$ cat config.mk
export PLATFORM = sky130hd
export DESIGN_NAME = reveal_engine
export DESIGN_NICKNAME = d
export VERILOG_FILES = /design/src/rtl/reveal_engine.sv
export SDC_FILE = /design/constraint.sdc
export NUM_CORES = 1
export LEC_CHECK = 0
export BUFFER_PORTS_ARGS = -buffer_cell sky130_fd_sc_hd__buf_4
export CAP_MARGIN = 40
export CORE_MARGIN = 2
export CORE_UTILIZATION = 29
export CTS_CLUSTER_SIZE = 12
export DETAILED_ROUTE_END_ITERATION = 10
export PLACE_DENSITY = 0.47
export RECOVER_POWER = 25
export SLEW_MARGIN = 30
export SYNTH_ARGS = -nofsm -noshare
export SYNTH_HDL_FRONTEND = slang
export SYNTH_SLANG_ARGS = --single-unit
$ cat constraint.sdc
create_clock -name clock -period 4 [get_ports clock]
set_input_delay 0.8 -clock clock [delete_from_list [all_inputs] [get_ports clock]]
set_output_delay 0.8 -clock clock [all_outputs]
set_load 0.02 [all_outputs]
$ cat src/rtl/reveal_engine.sv
// Minesweeper cell-reveal engine: checks the selected cell and its eight neighbours
// in the mine map and writes either a mine marker or the adjacent-mine count.
module reveal_engine (
    input  logic        clock,
    input  logic        ctrl_reset,
    input  logic [31:0] blockID_data,
    output logic [7:0]  mine_addr,
    input  logic        mine_data,
    output logic        state_we,
    output logic [7:0]  state_addr,
    output logic [3:0]  state_data,
    output logic        busy,
    output logic        done,
    output logic        game_over
);

    typedef enum logic [2:0] {
        ST_IDLE    = 3'd0,
        ST_RD_CTR  = 3'd1,
        ST_CHK_CTR = 3'd2,
        ST_RD_NBR  = 3'd3,
        ST_ACC_NBR = 3'd4,
        ST_WRITE   = 3'd5
    } state_t;

    state_t      state_r;
    logic        last_tog_r;
    logic [3:0]  row_r;
    logic [3:0]  col_r;
    logic [3:0]  count_r;
    logic [2:0]  k_r;
    logic        pending_s;
    logic        contrib_s;
    logic [8:0]  nbr_cur_s;
    logic [8:0]  nbr_next_s;
    logic        unused_s;

    // Returns {inbound, address}; out-of-bounds neighbours fall back to the center address.
    // A 5-bit sum of a 4-bit coordinate and -1/0/+1 lands in bit 4 exactly when it leaves 0..15.
    function automatic logic [8:0] nbr_lookup(input logic [3:0] row, input logic [3:0] col,
                                              input logic [2:0] k);
        logic [4:0] dr;
        logic [4:0] dc;
        logic [4:0] r5;
        logic [4:0] c5;
        case (k)
            3'd0:    begin dr = 5'h1F; dc = 5'h1F; end
            3'd1:    begin dr = 5'h1F; dc = 5'h00; end
            3'd2:    begin dr = 5'h1F; dc = 5'h01; end
            3'd3:    begin dr = 5'h00; dc = 5'h1F; end
            3'd4:    begin dr = 5'h00; dc = 5'h01; end
            3'd5:    begin dr = 5'h01; dc = 5'h1F; end
            3'd6:    begin dr = 5'h01; dc = 5'h00; end
            3'd7:    begin dr = 5'h01; dc = 5'h01; end
            default: begin dr = 5'h00; dc = 5'h00; end
        endcase
        r5 = {1'b0, row} + dr;
        c5 = {1'b0, col} + dc;
        if (!r5[4] && !c5[4]) begin
            return {1'b1, r5[3:0], c5[3:0]};
        end else begin
            return {1'b0, row, col};
        end
    endfunction

    assign pending_s  = blockID_data[9] ^ last_tog_r;
    assign nbr_cur_s  = nbr_lookup(row_r, col_r, k_r);
    assign nbr_next_s = nbr_lookup(row_r, col_r, k_r + 3'd1);
    assign contrib_s  = mine_data & nbr_cur_s[8];
    assign unused_s   = ^{blockID_data[31:10], blockID_data[8], nbr_next_s[8]};

    // Reveal sequencer; every output is registered and set on the edge entering its state.
    always_ff @(posedge clock or posedge ctrl_reset) begin
        if (ctrl_reset) begin
            state_r    <= ST_IDLE;
            last_tog_r <= 1'b0;
            row_r      <= 4'd0;
            col_r      <= 4'd0;
            count_r    <= 4'd0;
            k_r        <= 3'd0;
            mine_addr  <= 8'd0;
            state_we   <= 1'b0;
            state_addr <= 8'd0;
            state_data <= 4'd0;
            busy       <= 1'b0;
            done       <= 1'b0;
            game_over  <= 1'b0;
        end else begin
            case (state_r)
                ST_IDLE: begin
                    state_we  <= 1'b0;
                    done      <= 1'b0;
                    game_over <= 1'b0;
                    if (pending_s) begin
                        row_r      <= blockID_data[7:4];
                        col_r      <= blockID_data[3:0];
                        last_tog_r <= blockID_data[9];
                        count_r    <= 4'd0;
                        k_r        <= 3'd0;
                        mine_addr  <= blockID_data[7:0];
                        busy       <= 1'b1;
                        state_r    <= ST_RD_CTR;
                    end else begin
                        busy <= 1'b0;
                    end
                end
                ST_RD_CTR: begin
                    state_r <= ST_CHK_CTR;
                end
                ST_CHK_CTR: begin
                    if (mine_data) begin
                        state_we   <= 1'b1;
                        state_addr <= {row_r, col_r};
                        state_data <= 4'd9;
                        done       <= 1'b1;
                        game_over  <= 1'b1;
                        state_r    <= ST_WRITE;
                    end else begin
                        mine_addr <= nbr_cur_s[7:0];
                        state_r   <= ST_RD_NBR;
                    end
                end
                ST_RD_NBR: begin
                    state_r <= ST_ACC_NBR;
                end
                ST_ACC_NBR: begin
                    count_r <= count_r + {3'b000, contrib_s};
                    if (k_r == 3'd7) begin
                        state_we   <= 1'b1;
                        state_addr <= {row_r, col_r};
                        state_data <= count_r + {3'b000, contrib_s};
                        done       <= 1'b1;
                        game_over  <= 1'b0;
                        state_r    <= ST_WRITE;
                    end else begin
                        k_r       <= k_r + 3'd1;
                        mine_addr <= nbr_next_s[7:0];
                        state_r   <= ST_RD_NBR;
                    end
                end
                ST_WRITE: begin
                    state_we  <= 1'b0;
                    done      <= 1'b0;
                    game_over <= 1'b0;
                    busy      <= 1'b0;
                    state_r   <= ST_IDLE;
                end
                default: begin
                    state_we  <= 1'b0;
                    done      <= 1'b0;
                    game_over <= 1'b0;
                    busy      <= 1'b0;
                    state_r   <= ST_IDLE;
                end
            endcase
        end
    end

endmodule

==> flow_metrics.env <==
export IMPL_postSynthAreaPerCell_um2=9.76
export IMPL_fin_crit_sh=0.935
export IMPL_syn_area_um2=2920
export IMPL_dr_pass1_iters=5
export IMPL_r2r_cells=13
export IMPL_synth_area_leader_cell="dfrtp_1"
export IMPL_grt_pass1_vias=2241
export IMPL_met3_usage=0.0238
export IMPL_tightest_slew_ns=1.21
export IMPL_drtIter0Drc=157
export IMPL_timing_fmax_mhz=267
export IMPL_synth_fp_nets=361
export IMPL_use_met1=0.195
export IMPL_synth_warnings=0
export IMPL_grt_max_degree=23
export IMPL_crit_end="mine_addr[7]$_DFFE_PP0P_"
export IMPL_drc_errors=0
export IMPL_vias_per_cell=4.98
export IMPL_max_stage_delay_ns=0.47
export IMPL_arrival_ns=3.96
export IMPL_fp_dieW_um=104
export IMPL_gp_congestion=0.791
export IMPL_ys_top_cells_by_area="dfrtp_1 36%, ha_1 10%, mux2_2 6.9%, nor2_1 3.3%, xor2_1 3.0%"
export IMPL_tritoncts="built"
export IMPL_startpoint_type="flip-flop"
export IMPL_wl_per_cell_um=15.2
export IMPL_nets=394
export IMPL_holdCritPathClass="reg -> reg"
export IMPL_post_cts_setup_buffers=0
export IMPL_drt_wl_total_um=7090
export IMPL_synth_top_cell_area_share=0.360
export IMPL_cts_root_buf="clkbuf_8"
export IMPL_timing_rr_start="k_r[0]$_DFFE_PP0P_"
export IMPL_drv_cap=0
export IMPL_startpoint="k_r[0]$_DFFE_PP0P_"
export IMPL_min_path_cells=1
export IMPL_htree_num_levels=2
export IMPL_cpMaxStageDelayCell="dfrtp_1"
export IMPL_ys_ff_latch=42
export IMPL_ys_seq_area_frac=0.360
export IMPL_initial_core_util=0.299
export IMPL_drtAntennaViolNets=0
export IMPL_layout_drive_gt1_share=0.234
export IMPL_synthToLayoutAreaGrowth_pct=18.3
export IMPL_r2r_setup_slack_ns=0.26
export IMPL_grt_pass1_wl_um=11900
export IMPL_r2r_end="mine_addr[7]$_DFFE_PP0P_"
export IMPL_worstPathRequired_ns=4.22
export IMPL_finalCriticalPeriod_ns=3.74
export IMPL_grt_usage=0.137
export IMPL_synthFlopType="dfrtp_1"
export IMPL_die_area_um2=10900
export IMPL_via_count=2323
export IMPL_finClkSkew_ns=0.00313
export IMPL_design_core_area_um2=9770
export IMPL_rsz0062_at_grt="no"
export IMPL_slew_headroom=0.195
export IMPL_maxSlewViolCount=0
export IMPL_antennaDiodeCount=0
export IMPL_cts_buffer_depth=2
export IMPL_yosysMostFrequentCell="dfrtp_1"
export IMPL_ios=59
export IMPL_synthDistinctLibCells=51
export IMPL_cts_buffers=5
export IMPL_crit_chain="ha_1 -> inv_1 -> ha_2 -> nand2_1 -> o21ai_2 -> inv_1 -> fa_1 -> nand2b_1 -> a21oi_2 -> xnor2_2 -> nand2b_1 -> o31a_1 -> a31oi_1"
export IMPL_use_met2=0.209
export IMPL_finalHoldViolCount=0
export IMPL_tns_ns=0
export IMPL_crit_path_end_kind="flip-flop"
export IMPL_syn_inst=299
export IMPL_status="finished, final reports clean"
export IMPL_synth_edf_count=0
export IMPL_ys_top_cells_by_count="42 x dfrtp_1, 26 x nor2_1, 24 x ha_1"
export IMPL_antenna_found_initial=0
export IMPL_overflow=0
export IMPL_fp_dieH_um=104
export IMPL_io_buffer_count=35
export IMPL_async_flop_share=1.00
export IMPL_rows=36
export IMPL_cts_sinks=42
export IMPL_clk_latency_ns=0.30
export IMPL_finalSetupViolCount=0
export IMPL_worstPathMaxFanout=10
export IMPL_dpl_hpwl_um=5470
export IMPL_path_class="reg -> reg"
export IMPL_busiest_layer="met2"
export IMPL_clkTransAtPathRegs_ns=0.09
## cells in the final DEF (no fill, tap or decap), drive strengths merged, types with 12 or more instances in the layout
cell type,n
dfrtp,42
buf,37
nor2,26
ha,24
mux2,19
nand2,18
inv,16
o21ai,14
nand3,13
a21oi,12
## worst max-delay path: cells and delay by family (launching register included)
kind	cells	cell delay, ns
fa+ha+maj	3	1.18
compound gates	4	0.97
simple gates	3	0.54
buf+inv	2	0.29
xor+xnor	1	0.21
flops	1	0.47
## how the worst min path moves through the flow
| stage | slack, ns | endpoint | from |
|---|---|---|---|
| after global placement | 0.49 | count_r[0]$_DFFE_PP0P_ | count_r[0]$_DFFE_PP0P_ |
| after detailed placement | 0.50 | state_addr[1]$_DFFE_PP0P_ | state_addr[1]$_DFFE_PP0P_ |
| after floorplan | 0.47 | count_r[0]$_DFFE_PP0P_ | count_r[0]$_DFFE_PP0P_ |
| final | 0.51 | state_addr[1]$_DFFE_PP0P_ | state_addr[1]$_DFFE_PP0P_ |
| after global routing | 0.54 | state_addr[1]$_DFFE_PP0P_ | state_addr[1]$_DFFE_PP0P_ |
| after CTS | 0.51 | count_r[3]$_DFFE_PP0P_ | count_r[3]$_DFFE_PP0P_ |
## stage by stage
step / util / cells / area, um2 / hold slack (ns) / setup WS (ns)
final: 0.353 / 466 / 3450 / 0.512 / 0.261
after global routing: 0.353 / 466 / 3450 / 0.537 / 0.0494
after CTS: 0.355 / 466 / 3470 / 0.514 / 0.187
after detailed placement: 0.341 / 458 / 3330 / 0.496 / 0.219
after global placement: 0.338 / 457 / 3300 / 0.488 / 0.225
after floorplan: - / 299 / 2920 / 0.474 / 0.794
## logic make-up after synthesis
kind of cell,share of synthesized area
flops,0.360
buf+inv,0.0441
compound gates,0.185
simple gates,0.135
mux,0.102
fa+ha+maj,0.123
xor+xnor,0.0501
## metal layers
layer	routed length [um]	up-vias
met4	97	0
li1	-	1155
met5	0	-
met3	232	6
met2	3260	45
met1	3500	1117
## sequential cells by signal, indices dropped and copies added (netlist names)
| name | count |
|---|---|
| state_data | 4 |
| k_r | 3 |
| col_r | 4 |
| state_r | 3 |
| last_tog_r | 1 |
| state_addr | 8 |
| count_r | 4 |
| mine_addr | 8 |
| game_over | 1 |
| done | 1 |
| busy | 1 |
| row_r | 4 |
## timing repair
item | in CTS | in global routing
hold buffers | 0 | 0
endpoints found under the setup margin | 0 | 5
resized for setup | 0 | 1
## layout make-up
class	count	area, um2
clock buffer	6	82.6
clock inverter	2	60.1
fill	1005	6320
inverter	16	60.1
multi-input combinational	228	1740
sequential	42	1050
tap	133	166
timing repair buffer	39	289
Power is not shown: default switching activity piles up to over one toggle a cycle in this logic, so the estimate is an artifact.
